`config.mk`:
```
export PLATFORM = sky130hd
export DESIGN_NAME = rsa_host_ctrl
export DESIGN_NICKNAME = d
export VERILOG_FILES = /design/src/rtl/rsa_host_ctrl.sv
export SDC_FILE = /design/constraint.sdc
export NUM_CORES = 1
export LEC_CHECK = 0
export ABC_AREA = 1
export CAP_MARGIN = 30
export CORE_ASPECT_RATIO = 0.75
export CORE_MARGIN = 3
export CORE_UTILIZATION = 56
export DETAILED_ROUTE_END_ITERATION = 7
export PLACE_DENSITY = 0.91
export REMOVE_ABC_BUFFERS = 1
export SKIP_CTS_REPAIR_TIMING = 1
export SLEW_MARGIN = 20
export SYNTH_ARGS = -nofsm -noshare
export SYNTH_HDL_FRONTEND = slang
export SYNTH_SLANG_ARGS = --single-unit
```
`constraint.sdc`:
```
create_clock -name clk -period 5.1 [get_ports clk]
set_clock_uncertainty 0.15 [all_clocks]
set_input_delay 0.765 -clock clk [delete_from_list [all_inputs] [get_ports clk]]
set_output_delay 0.765 -clock clk [all_outputs]
set_load 0.05 [all_outputs]
```
`src/rtl/rsa_host_ctrl.sv`:
```
// Purpose : host-side initiator for rsa_unit; captures/validates P,E,M, precomputes Const, runs the op.
// Latency : start -> done = 1 + 1 + 2*(WIDTH+2) + eoc wait + 1 cycles; errors surface 2 cycles after start.
// Backpress: single outstanding op; start is only sampled in IDLE and is dropped (not queued) while busy.
module rsa_host_ctrl #(
  parameter int WIDTH   = 8,
  parameter int TIMEOUT = 1023
) (
  input  logic             clk,
  input  logic             rstb,
  input  logic             start,
  input  logic [WIDTH-1:0] P_in,
  input  logic [WIDTH-1:0] E_in,
  input  logic [WIDTH-1:0] M_in,
  output logic             busy,
  output logic             done,
  output logic             err,
  output logic [1:0]       err_code,
  output logic [WIDTH-1:0] C_out,
  output logic             rsa_en,
  output logic [WIDTH-1:0] rsa_P,
  output logic [WIDTH-1:0] rsa_E,
  output logic [WIDTH-1:0] rsa_M,
  output logic [WIDTH-1:0] rsa_Const,
  input  logic [WIDTH-1:0] rsa_C,
  input  logic             rsa_eoc
);

  localparam int CW   = 16;
  localparam int RW   = WIDTH + 1;
  localparam int ITER = 2 * (WIDTH + 2);

  localparam logic [CW-1:0] ITER_LAST = CW'(ITER - 1);
  localparam logic [CW-1:0] TO_LAST   = CW'(TIMEOUT - 1);

  localparam logic [1:0] ERR_NONE = 2'b00;
  localparam logic [1:0] ERR_MOD  = 2'b01;
  localparam logic [1:0] ERR_PGEM = 2'b10;
  localparam logic [1:0] ERR_TO   = 2'b11;

  typedef enum logic [1:0] {
    S_IDLE    = 2'd0,
    S_CHECK   = 2'd1,
    S_PRECOMP = 2'd2,
    S_RUN     = 2'd3
  } state_t;

  state_t           state_q, state_d;
  logic [WIDTH-1:0] p_q, p_d;
  logic [WIDTH-1:0] e_q, e_d;
  logic [WIDTH-1:0] m_q, m_d;
  logic [WIDTH-1:0] const_q, const_d;
  logic [WIDTH-1:0] c_q, c_d;
  logic [RW-1:0]    r_q, r_d;
  logic [CW-1:0]    cnt_q, cnt_d;
  logic             en_q, en_d;
  logic             done_q, done_d;
  logic             err_q, err_d;
  logic [1:0]       code_q, code_d;

  // Shift-subtract step: r < M always holds, so 2r < 2M and one conditional subtract suffices.
  logic [WIDTH+1:0] r_dbl;
  logic [WIDTH+1:0] m_ext;
  logic             r_ge;
  logic [RW-1:0]    r_next;

  // One modular doubling of the running remainder.
  always_comb begin
    r_dbl  = {r_q, 1'b0};
    m_ext  = {2'b00, m_q};
    r_ge   = (r_dbl >= m_ext);
    r_next = r_ge ? RW'(r_dbl - m_ext) : r_dbl[RW-1:0];
  end

  // Next-state and datapath control; pulses default low, everything else holds.
  always_comb begin
    state_d = state_q;
    p_d     = p_q;
    e_d     = e_q;
    m_d     = m_q;
    const_d = const_q;
    c_d     = c_q;
    r_d     = r_q;
    cnt_d   = cnt_q;
    en_d    = en_q;
    done_d  = 1'b0;
    err_d   = 1'b0;
    code_d  = code_q;

    unique case (state_q)
      S_IDLE: begin
        if (start) begin
          p_d     = P_in;
          e_d     = E_in;
          m_d     = M_in;
          code_d  = ERR_NONE;
          state_d = S_CHECK;
        end
      end

      S_CHECK: begin
        // Modulus validity outranks the operand range check.
        if (!m_q[0] || (m_q < WIDTH'(3))) begin
          code_d  = ERR_MOD;
          err_d   = 1'b1;
          state_d = S_IDLE;
        end else if (p_q >= m_q) begin
          code_d  = ERR_PGEM;
          err_d   = 1'b1;
          state_d = S_IDLE;
        end else begin
          r_d     = RW'(1);
          cnt_d   = '0;
          state_d = S_PRECOMP;
        end
      end

      S_PRECOMP: begin
        r_d = r_next;
        if (cnt_q == ITER_LAST) begin
          const_d = r_next[WIDTH-1:0];
          cnt_d   = '0;
          en_d    = 1'b1;
          state_d = S_RUN;
        end else begin
          cnt_d = cnt_q + CW'(1);
        end
      end

      S_RUN: begin
        // eoc is checked first so it wins on the timeout cycle.
        if (rsa_eoc) begin
          c_d     = rsa_C;
          done_d  = 1'b1;
          en_d    = 1'b0;
          state_d = S_IDLE;
        end else if (cnt_q == TO_LAST) begin
          code_d  = ERR_TO;
          err_d   = 1'b1;
          en_d    = 1'b0;
          state_d = S_IDLE;
        end else begin
          cnt_d = cnt_q + CW'(1);
        end
      end

      default: state_d = S_IDLE;
    endcase
  end

  // FSM state register.
  always_ff @(posedge clk or negedge rstb) begin
    if (!rstb) state_q <= S_IDLE;
    else       state_q <= state_d;
  end

  // Operand, result, counter and status registers.
  always_ff @(posedge clk or negedge rstb) begin
    if (!rstb) begin
      p_q     <= '0;
      e_q     <= '0;
      m_q     <= '0;
      const_q <= '0;
      c_q     <= '0;
      r_q     <= '0;
      cnt_q   <= '0;
      en_q    <= 1'b0;
      done_q  <= 1'b0;
      err_q   <= 1'b0;
      code_q  <= '0;
    end else begin
      p_q     <= p_d;
      e_q     <= e_d;
      m_q     <= m_d;
      const_q <= const_d;
      c_q     <= c_d;
      r_q     <= r_d;
      cnt_q   <= cnt_d;
      en_q    <= en_d;
      done_q  <= done_d;
      err_q   <= err_d;
      code_q  <= code_d;
    end
  end

  assign busy      = (state_q != S_IDLE);
  assign done      = done_q;
  assign err       = err_q;
  assign err_code  = code_q;
  assign C_out     = c_q;
  assign rsa_en    = en_q;
  assign rsa_P     = p_q;
  assign rsa_E     = e_q;
  assign rsa_M     = m_q;
  assign rsa_Const = const_q;

endmodule

```
==> Yosys cells after proc, flatten, opt, wreduce, memory -nomap -nowiden <==
Cells that the tools add are included.
{ "classes": {"add_sub_neg": 2, "magnitude_cmp": 3, "eq_ne": 14, "muxes": 34, "reduce_logical": 16} }
{ "op_table": {"columns": ["operator", "n"], "rows": [
  ["$mux W16", 5],
  ["$pmux W16 S3", 1],
  ["$mux W9", 3],
  ["$mux W2", 11],
  ["$pmux W9 S2", 1],
  ["$add A16 B1 Y16 const B", 1],
  ["$eq A16 B10 Y1 const B", 1],
  ["$eq A16 B5 Y1 const B", 1],
  ["$ne A2 B2 Y1 const B", 7],
  ["$ge A10 B8 Y1", 1],
  ["$reduce_and A5 Y1", 2],
  ["$mux W1", 9],
  ["$reduce_and A3 Y1", 3],
  ["$sub A9 B8 Y9", 1],
  ["$ge A8 B8 Y1", 1],
  ["$lt A8 B2 Y1 const B", 1],
  ["$pmux W2 S4", 1],
  ["$ne A3 B3 Y1 const B", 2],
  ["$pmux W2 S3", 1],
  ["$reduce_and A2 Y1", 3],
  ["$reduce_bool A2 Y1", 3],
  ["$reduce_bool A3 Y1", 2],
  ["$eq A2 B2 Y1 const B", 2],
  ["$pmux W1 S2", 2],
  ["4 further kinds", 4]
]} }
{ "word_totals": {"ff_bits": 72, "in_bits": 36, "output_inout_bits": 46} }

==> Depth between registers and ports, before layout <==
Gate-level depths: netlist of run 1.
{ "logic_depth": {"depth_word": 4, "ltp_mapped": 14} }

==> Worst setup path after synthesis of run 1 <==
No wires, ideal clock.
{ "synth_timing": {"path_kind": "register -> register", "start": "register m_q[0], in the netlist rsa_M[0]", "end": "register r_q[2]", "setup_ns": 0.118, "arrival_time_ns": 2.149, "t_required_ns": 4.832, "setup_slack_ns": 2.683, "stages_incl_launch_ff": 10, "path_cell_list": "dfrtp_1 > inv_1 > fa_1 > nand2_1 > nand2_1 > nand3_1 > nand3_1 > or2_2 > nand3_1 > nand2_1"} }
{ "synth_via": {"elab_chain_cells": 4} }
{ "synth_lines": {"columns": ["element", "line_no", "source"], "rows": [
  ["start: declaration", "50", "logic [WIDTH-1:0] m_q, m_d;"],
  ["start signal: assignment", "173", "m_q <= m_d;"],
  ["$lt A8 B2 Y1 / $logic_not A1 Y1 (equally long branches)", "102", "if (!m_q[0] || (m_q < WIDTH'(3))) begin"],
  ["$logic_or A1 B1 Y1", "102", null],
  ["$ne A2 B2 Y1 (no line)", null, null],
  ["$reduce_and A3 Y1 (no line)", null, null],
  ["end signal: assignment", "176", "r_q <= r_d;"],
  ["end: declaration", "53", "logic [RW-1:0] r_q, r_d;"]
]} }
Several ways; a longest one is shown, not always the timed one.
A chain may end at the register's enable or synchronous reset.

==> Worst setup path after layout of run 1 <==
{ "layout_timing": {"start": "register m_q[0], in the netlist rsa_M[0]", "end": "register const_q[1], in the netlist rsa_Const[1]"} }
{ "layout_via": {"elab_chain_cells": 2} }
{ "layout_lines": {"columns": ["element", "line_no", "source"], "rows": [
  ["$sub A9 B8 Y9 / $ge A10 B8 Y1 (equally long branches)", "71, 70", null],
  ["$mux W9 (*)", "71", "r_next = r_ge ? RW'(r_dbl - m_ext) : r_dbl[RW-1:0];"],
  ["end signal: assignment", "174", "const_q <= const_d;"],
  ["end: declaration", "51", "logic [WIDTH-1:0] const_q, const_d;"]
]} }
Mark *: on every way between the ends. The rest lies on a longest branch, timed or not.

==> results.ini, run 1 <==
[flow_run]
drv_cap = 0

[floorplanning]
die-area_mm2 = 0.008520
io-pin-count = 82
core_mm2 = 0.007027
dieWidth_um = 105.6
start_util_pct = 59.28
die_h_um = 80.69
rows = 26

[layout]
layout.cells.non_filler = 744
nNetsFinal = 697
multi_input_area_mm2 = 0.002081
fillers = 512
drive_gt1_share_pct = 7.121
register_area_mm2 = 0.001802
area_delta_synth_final_pct = 25.47
final_core_util_pct = 74.38
diodes = 0

[power_and_ir_drop]
vdd_drop_max_mv = 0.4804
intPower_w = 0.001628
p_sw_w = 0.001747
combPwrFrac_pct = 60.7
power_w = 0.003375
swShare_pct = 51.77
power.density_mw_per_mm2 = 645.7
p_clk_share_pct = 12.1
p_seq_share_pct = 27.2
leakage_nw = 2.724

[clocking]
clock_latency_ns = 0.35
root_buffer = clkbuf_8
cts_sinks = 72
clock_path_buffers = 2
cts_buffers = 9
htreeDepth = 3
cts_tree = yes
path_clk_slew_ns = 0.08

[critical_path]
cp-start-kind = flop
max_stage_delay_ns = 0.47
crit_fanout = 13
path_cells = inv_1 > fa_1 > nand2_1 > nand2_1 > nand3_1 > nand3_1 > or2_2 > nand3_1 > nand2_1
cp-end-kind = flop
crit_arrival_ns = 2.81
cp.required_ns = 5.19
crit_type = reg2reg
slowest_stage = fa_1

[routing]
viasPerCell = 5.312
drt_iter0_markers = 270
drt_first_pass_iters = 5
post_drt_wl_per_cell_um = 14.63
drt_wl_total_um = 10890
vias = 3952
drc = 0
antenna_left = 0

[placement]
io_buffers = 81
dp.cells = 729
dpl_worst_slack_ns = 2.215
gp_congestion = 0.9123
hpwl_um = 8285

[timing]
slew_headroom_pct = 41.82
drv_slew = 0
period_needed_ns = 2.716
worst_pin_slew_ns = 0.8694
rsz0062_at_grt = false
period_share_pct = 53.25
fmax_ghz = 0.3682
setup_viol = 0
tns_ns = 0
hold_viol = 0
fin_ws_ns = 2.384

[synth]
ys_ff_latch = 72
syn_area_mm2 = 0.004165
ys_seq_area_share_pct = 43.26
avgSynthCellArea_um2 = 7.451
synth_top_cell_by_area = dfrtp_1
synth.top_cell.area_share_pct = 43.26
yosysWarnings = 0
ys_types = 30
synth_area_leaders = dfrtp_1, nand2_1, nand3_1, ha_1, nor2_1
syn_inst = 559

[global_route]
grt_pass1_wl_um = 18740
antenna_found_initial = 0
overflow = 0
grtUsageTotal_pct = 27.62
grt_pass1_vias = 4005
grt_max_degree = 42

[status]
status = finished, final reports clean

[worst_hold_path]
hp-class = in2async

-- stage by stage --
| step | area, µm² | hold slack [ns] |
|---|---|---|
| 2_1_floorplan | 4104 | 0.3194 |
| 3_3_place_gp | 5040 | 0.3049 |
| 3_5_place_dp | 5055 | 0.3090 |
| 4_1_cts | 5226 | 0.3267 |
| 5_1_grt | 5226 | 0.3516 |
| 6_report | 5226 | 0.3062 |
-- cell type report --
cell class | instances | area share (%)
flip-flops and latches | 72 | 34.47
clock inverters | 5 | 0.6464
clock buffers | 10 | 2.633
repair buffers | 83 | 15.85
multi-input cells | 417 | 39.81
inverters | 59 | 4.237
well taps | 98 | 2.346
-- flip-flops by register name, indices dropped and copies added, names as in the netlist, 2 cells and up, named ones only --
name / cells
rsa_M: 8
C_out: 8
rsa_E: 8
cnt_q: 16
rsa_P: 8
r_q: 9
rsa_Const: 8
err_code: 2
-- metal layers --
metal	track usage, %	vias to the layer above	wire (µm)
met4	7.762	0	163
met3	8.193	18	926
met2	46.37	169	5059
met5	0	-	0
met1	34.96	1846	4738
li1	-	1919	-
-- path summary, 6_finish.rpt --
path                       startpoint      endpoint  slack (ns)  cells after the start
setup / recovery             rsa_M[0]  rsa_Const[1]        2.38                      9
hold / removal                   rstb  rsa_Const[0]        0.31                      1
setup reg to reg             rsa_M[0]  rsa_Const[1]        2.38                      9
hold reg to reg                rsa_en        rsa_en        0.32                      2
max in group asynchronous        rstb      cnt_q[3]        3.49                      2
min in group clk               rsa_en        rsa_en        0.32                      2
-- layout by cell type (no fill, tap or decap), drive strengths merged --
| cell | n |
|---|---|
| fa | 1 |
| nand4 | 5 |
| o211ai | 1 |
| mux2 | 15 |
| nor3 | 2 |
| nor2 | 63 |
| o21a | 1 |
| inv | 58 |
| o21bai | 4 |
| clkdlybuf4s50 | 80 |
| o21ai | 6 |
| clkinvlp | 2 |
| nand3b | 3 |
| nand2 | 214 |
| clkinv | 4 |
| or2 | 3 |
| and2 | 1 |
| a21oi | 21 |
| dfrtp | 72 |
| xor2 | 7 |
| ha | 18 |
| xnor2 | 1 |
| nand3 | 51 |
| clkbuf | 10 |
| buf | 3 |
-- synthesized netlist by cell type (all sizes together) --
library cell and n:
dfrtp 72, nand2 214, xnor2 1, buf 7, o21bai 4, clkinv 1
o21a 1, mux2 15, nand3 51, nand4 5, a21oi 21, xor2 7
o21ai 6, clkbuf 4, and2 1, nor2 63, fa 1, or2 3
inv 58, ha 18, o211ai 1, nor3 2, nand3b 3
-- power groups by stage --
stage / registers [W] / clock network [W] / logic, W
floorplan: 0.00137 / 0 / 0.000939
global placement: 0.000911 / 0 / 0.00194
detailed placement: 0.000923 / 0 / 0.00202
CTS: 0.000914 / 0.000410 / 0.00204
global route: 0.000940 / 0.000432 / 0.00224
finish: 0.000917 / 0.000408 / 0.00205
-- critical path, delay by kind of cell (launching register included) --
kind	cells	cell delay, ns
AND/OR/NAND/NOR	7	1.33
adder cells (fa/ha/maj)	1	0.47
flip-flops	1	0.46
buffers and inverters	1	0.19
-- logic make-up (layout without fill, tap and decap cells) --
logic type	count (synthesis)	count (layout)	synth area share, %
muxes	15	15	4.055
AOI/OAI and AO/OA	33	33	4.326
xor gates and xnor gates	8	8	1.682
adders and majority gates	19	19	5.888
DFF	72	72	43.26
and+or+nand+nor	342	342	34.00
buffers and inverters	70	157	6.789
No activity file was read; power rests on OpenSTA's default activity.
==> run 2: changes to the inputs <==
--- a/config.mk
+++ b/config.mk
@@ -9,9 +9,9 @@
 export CAP_MARGIN = 30
 export CORE_ASPECT_RATIO = 0.75
 export CORE_MARGIN = 3
-export CORE_UTILIZATION = 56
+export CORE_UTILIZATION = 52
 export DETAILED_ROUTE_END_ITERATION = 7
-export PLACE_DENSITY = 0.91
+export PLACE_DENSITY = 0.85
 export REMOVE_ABC_BUFFERS = 1
 export SKIP_CTS_REPAIR_TIMING = 1
 export SLEW_MARGIN = 20
==> constraint.sdc (replaced) <==
create_clock -name clk -period 2.72 [get_ports clk]
set_clock_uncertainty 0.15 [all_clocks]
set_input_delay 0.408 -clock clk [delete_from_list [all_inputs] [get_ports clk]]
set_output_delay 0.408 -clock clk [all_outputs]
set_load 0.05 [all_outputs]
==> results.ini, run 2 (synthesis gave the netlist of run 1 again) <==
[flow_run]
drv_cap = 0  ; unchanged

[global_route]
grt_pass1_wl_um = 18570  ; was 18,740 µm
grt_max_degree = 43  ; was 42
grt_pass1_vias = 3953  ; was 4,005
antenna_found_initial = 0  ; unchanged
overflow = 0  ; unchanged
grtUsageTotal_pct = 25.47  ; was 27.62%

[routing]
post_drt_wl_per_cell_um = 14.63  ; about the same
drt_iter0_markers = 253  ; was 270
drt_wl_total_um = 11010  ; was 10,890 µm
drc = 0  ; unchanged
drt_first_pass_iters = 5  ; unchanged
antenna_left = 0  ; unchanged
vias = 3982  ; was 3,952
viasPerCell = 5.295  ; was 5.312

[floorplanning]
core_mm2 = 0.007567  ; was 0.007027 mm²
die-area_mm2 = 0.009131  ; was 0.008520 mm²
die_h_um = 83.51  ; was 80.69 µm
dieWidth_um = 109.3  ; was 105.6 µm
io-pin-count = 82  ; unchanged
start_util_pct = 55.04  ; was 59.28%
rows = 27  ; was 26

[clocking]
clock_path_buffers = 2  ; unchanged
cts_sinks = 72  ; unchanged
path_clk_slew_ns = 0.08  ; about the same
htreeDepth = 3  ; unchanged
clock_latency_ns = 0.35  ; about the same
cts_buffers = 9  ; unchanged
cts_tree = yes  ; unchanged
root_buffer = clkbuf_8  ; unchanged

[layout]
layout.cells.non_filler = 752  ; was 744
largest_reg_flops = 16  ; unchanged
nNetsFinal = 702  ; was 697
drive_gt1_share_pct = 7.988  ; was 7.121%
layout_common_cells = nand2_1, clkdlybuf4s50_1, dfrtp_1, nor2_1, inv_1  ; unchanged
fillers = 638  ; was 512
diodes = 0  ; unchanged
top_register = cnt_q  ; unchanged
final_common_cell = nand2_1  ; unchanged
area_delta_synth_final_pct = 27.82  ; was 25.47%
reg_top3 = cnt_q: 16 flops, r_q: 9 flops  ; unchanged

[critical_path]
crit_type = reg2out  ; was reg2reg
reg2reg_from = rsa_M[0]  ; unchanged
cp-end-kind = output pin  ; was flop
crit_arrival_ns = 1.82  ; was 2.81 ns
cp-start-kind = flop  ; unchanged
worstReg2RegEnd = r_q[2]  ; was rsa_Const[1]
ff2ff_path_depth = 9  ; unchanged
crit_fanout = 5  ; was 13
cp.required_ns = 2.16  ; was 5.19 ns
worst-r2r-setup-slack_ns = 0.36  ; was 2.38 ns

[timing]
rsz0062_at_grt = false  ; unchanged
drv_slew = 0  ; unchanged
worst_pin_slew_ns = 0.7217  ; was 0.8694 ns
tns_ns = 0  ; unchanged
slew_headroom_pct = 51.89  ; was 41.82%
period_needed_ns = 2.377
period_share_pct = 87.39
hold_ws_ns = -0.04067  ; was 0.3062 ns
setup_viol = 0  ; unchanged
hold_viol = 30  ; was 0
fmax_ghz = 0.4207

[worst_hold_path]
hp-class = in2async  ; unchanged

[placement]
gp_congestion = 1.045  ; was 0.9123
dp.cells = 737  ; was 729
hpwl_um = 8260  ; was 8285 µm
io_buffers = 81  ; unchanged

[status]
status = finished with violations  ; was finished, final reports clean
violations = hold timing

[power_and_ir_drop]
power.density_mw_per_mm2 = 1233  ; was 645.7 mW/mm²
leakage_nw = 2.773  ; was 2.724 nW
vdd_drop_max_mv = 0.9488  ; was 0.4804 mV

[run 2: changes by cell type in the layout (fill, tap and decap cells not counted)]
cell        delta
bufinv_16      +2
clkinv_4       +1
clkinv_2       -2
nand3_2        +1
buf_4          +5
nand3_1        -1
clkbuf_8       -1
buf_12         +1
clkinvlp_4     -1
buf_8          -1
inv_6          +1
[run 2: report_power, final]
part           switching, W  leakage, nW  internal [W]
registers          0.000295        0.910       0.00143
logic               0.00257         1.76       0.00132
clock network      0.000431        0.106      0.000518
total               0.00330         2.77       0.00327
[run 2: through the flow]
stage	instance area, µm²	util (%)	setup slack, ns	total power (W)	hold WS [ns]
2_1_floorplan	4104	-	0.08829	0.004331	-0.03759
3_3_place_gp	5101	67.41	0.4025	0.005437	0.3055
3_5_place_dp	5101	67.41	0.3042	0.005603	0.3163
4_1_cts	5319	70.29	0.2347	0.006575	-0.02305
5_1_grt	5324	70.35	0.1215	0.007041	0.006106
6_report	5324	70.35	0.3429	0.006563	-0.04067
[run 2: area by class of cell]
type | instances | area, µm² | share of cell area, %
clock inverter | 6 | 93.84 | 1.763
clock buffer | 9 | 123.9 | 2.327
tap | 101 | 126.4 | 2.374
multi-input combinational | 417 | 2086 | 39.18
sequential | 72 | 1802 | 33.84
timing repair buffer | 88 | 870.8 | 16.36
inverter | 59 | 221.5 | 4.160
[run 2: worst max-delay path by stage]
| stage | from | to | slack [ns] |
|---|---|---|---|
| after floorplan | rsa_M[0] | r_q[2] | 0.09 |
| after global placement | rsa_M[0] | r_q[2] | 0.40 |
| after detailed placement | rsa_M[0] | r_q[1] | 0.30 |
| after CTS | rsa_M[0] | rsa_Const[1] | 0.23 |
| after global routing | rsa_M[0] | r_q[7] | 0.12 |
| final | flop | busy | 0.34 |
[run 2: metal layers]
layer,share of wire (%),vias up,routed length (µm),global-route usage [%]
met5,0,-,0,0
met4,1.9,0,209,6.908
met3,8.8,23,971,7.966
met2,45,166,4995,39.39
met1,44,1861,4828,34.55
li1,-,1932,-,-
[run 2: worst max-delay path, cell delays in order, from the launching register on]
cell	delay, ns
dfrtp_1	0.44
nor2_1	0.08
inv_1	0.10
clkdlybuf4s50_1	0.84
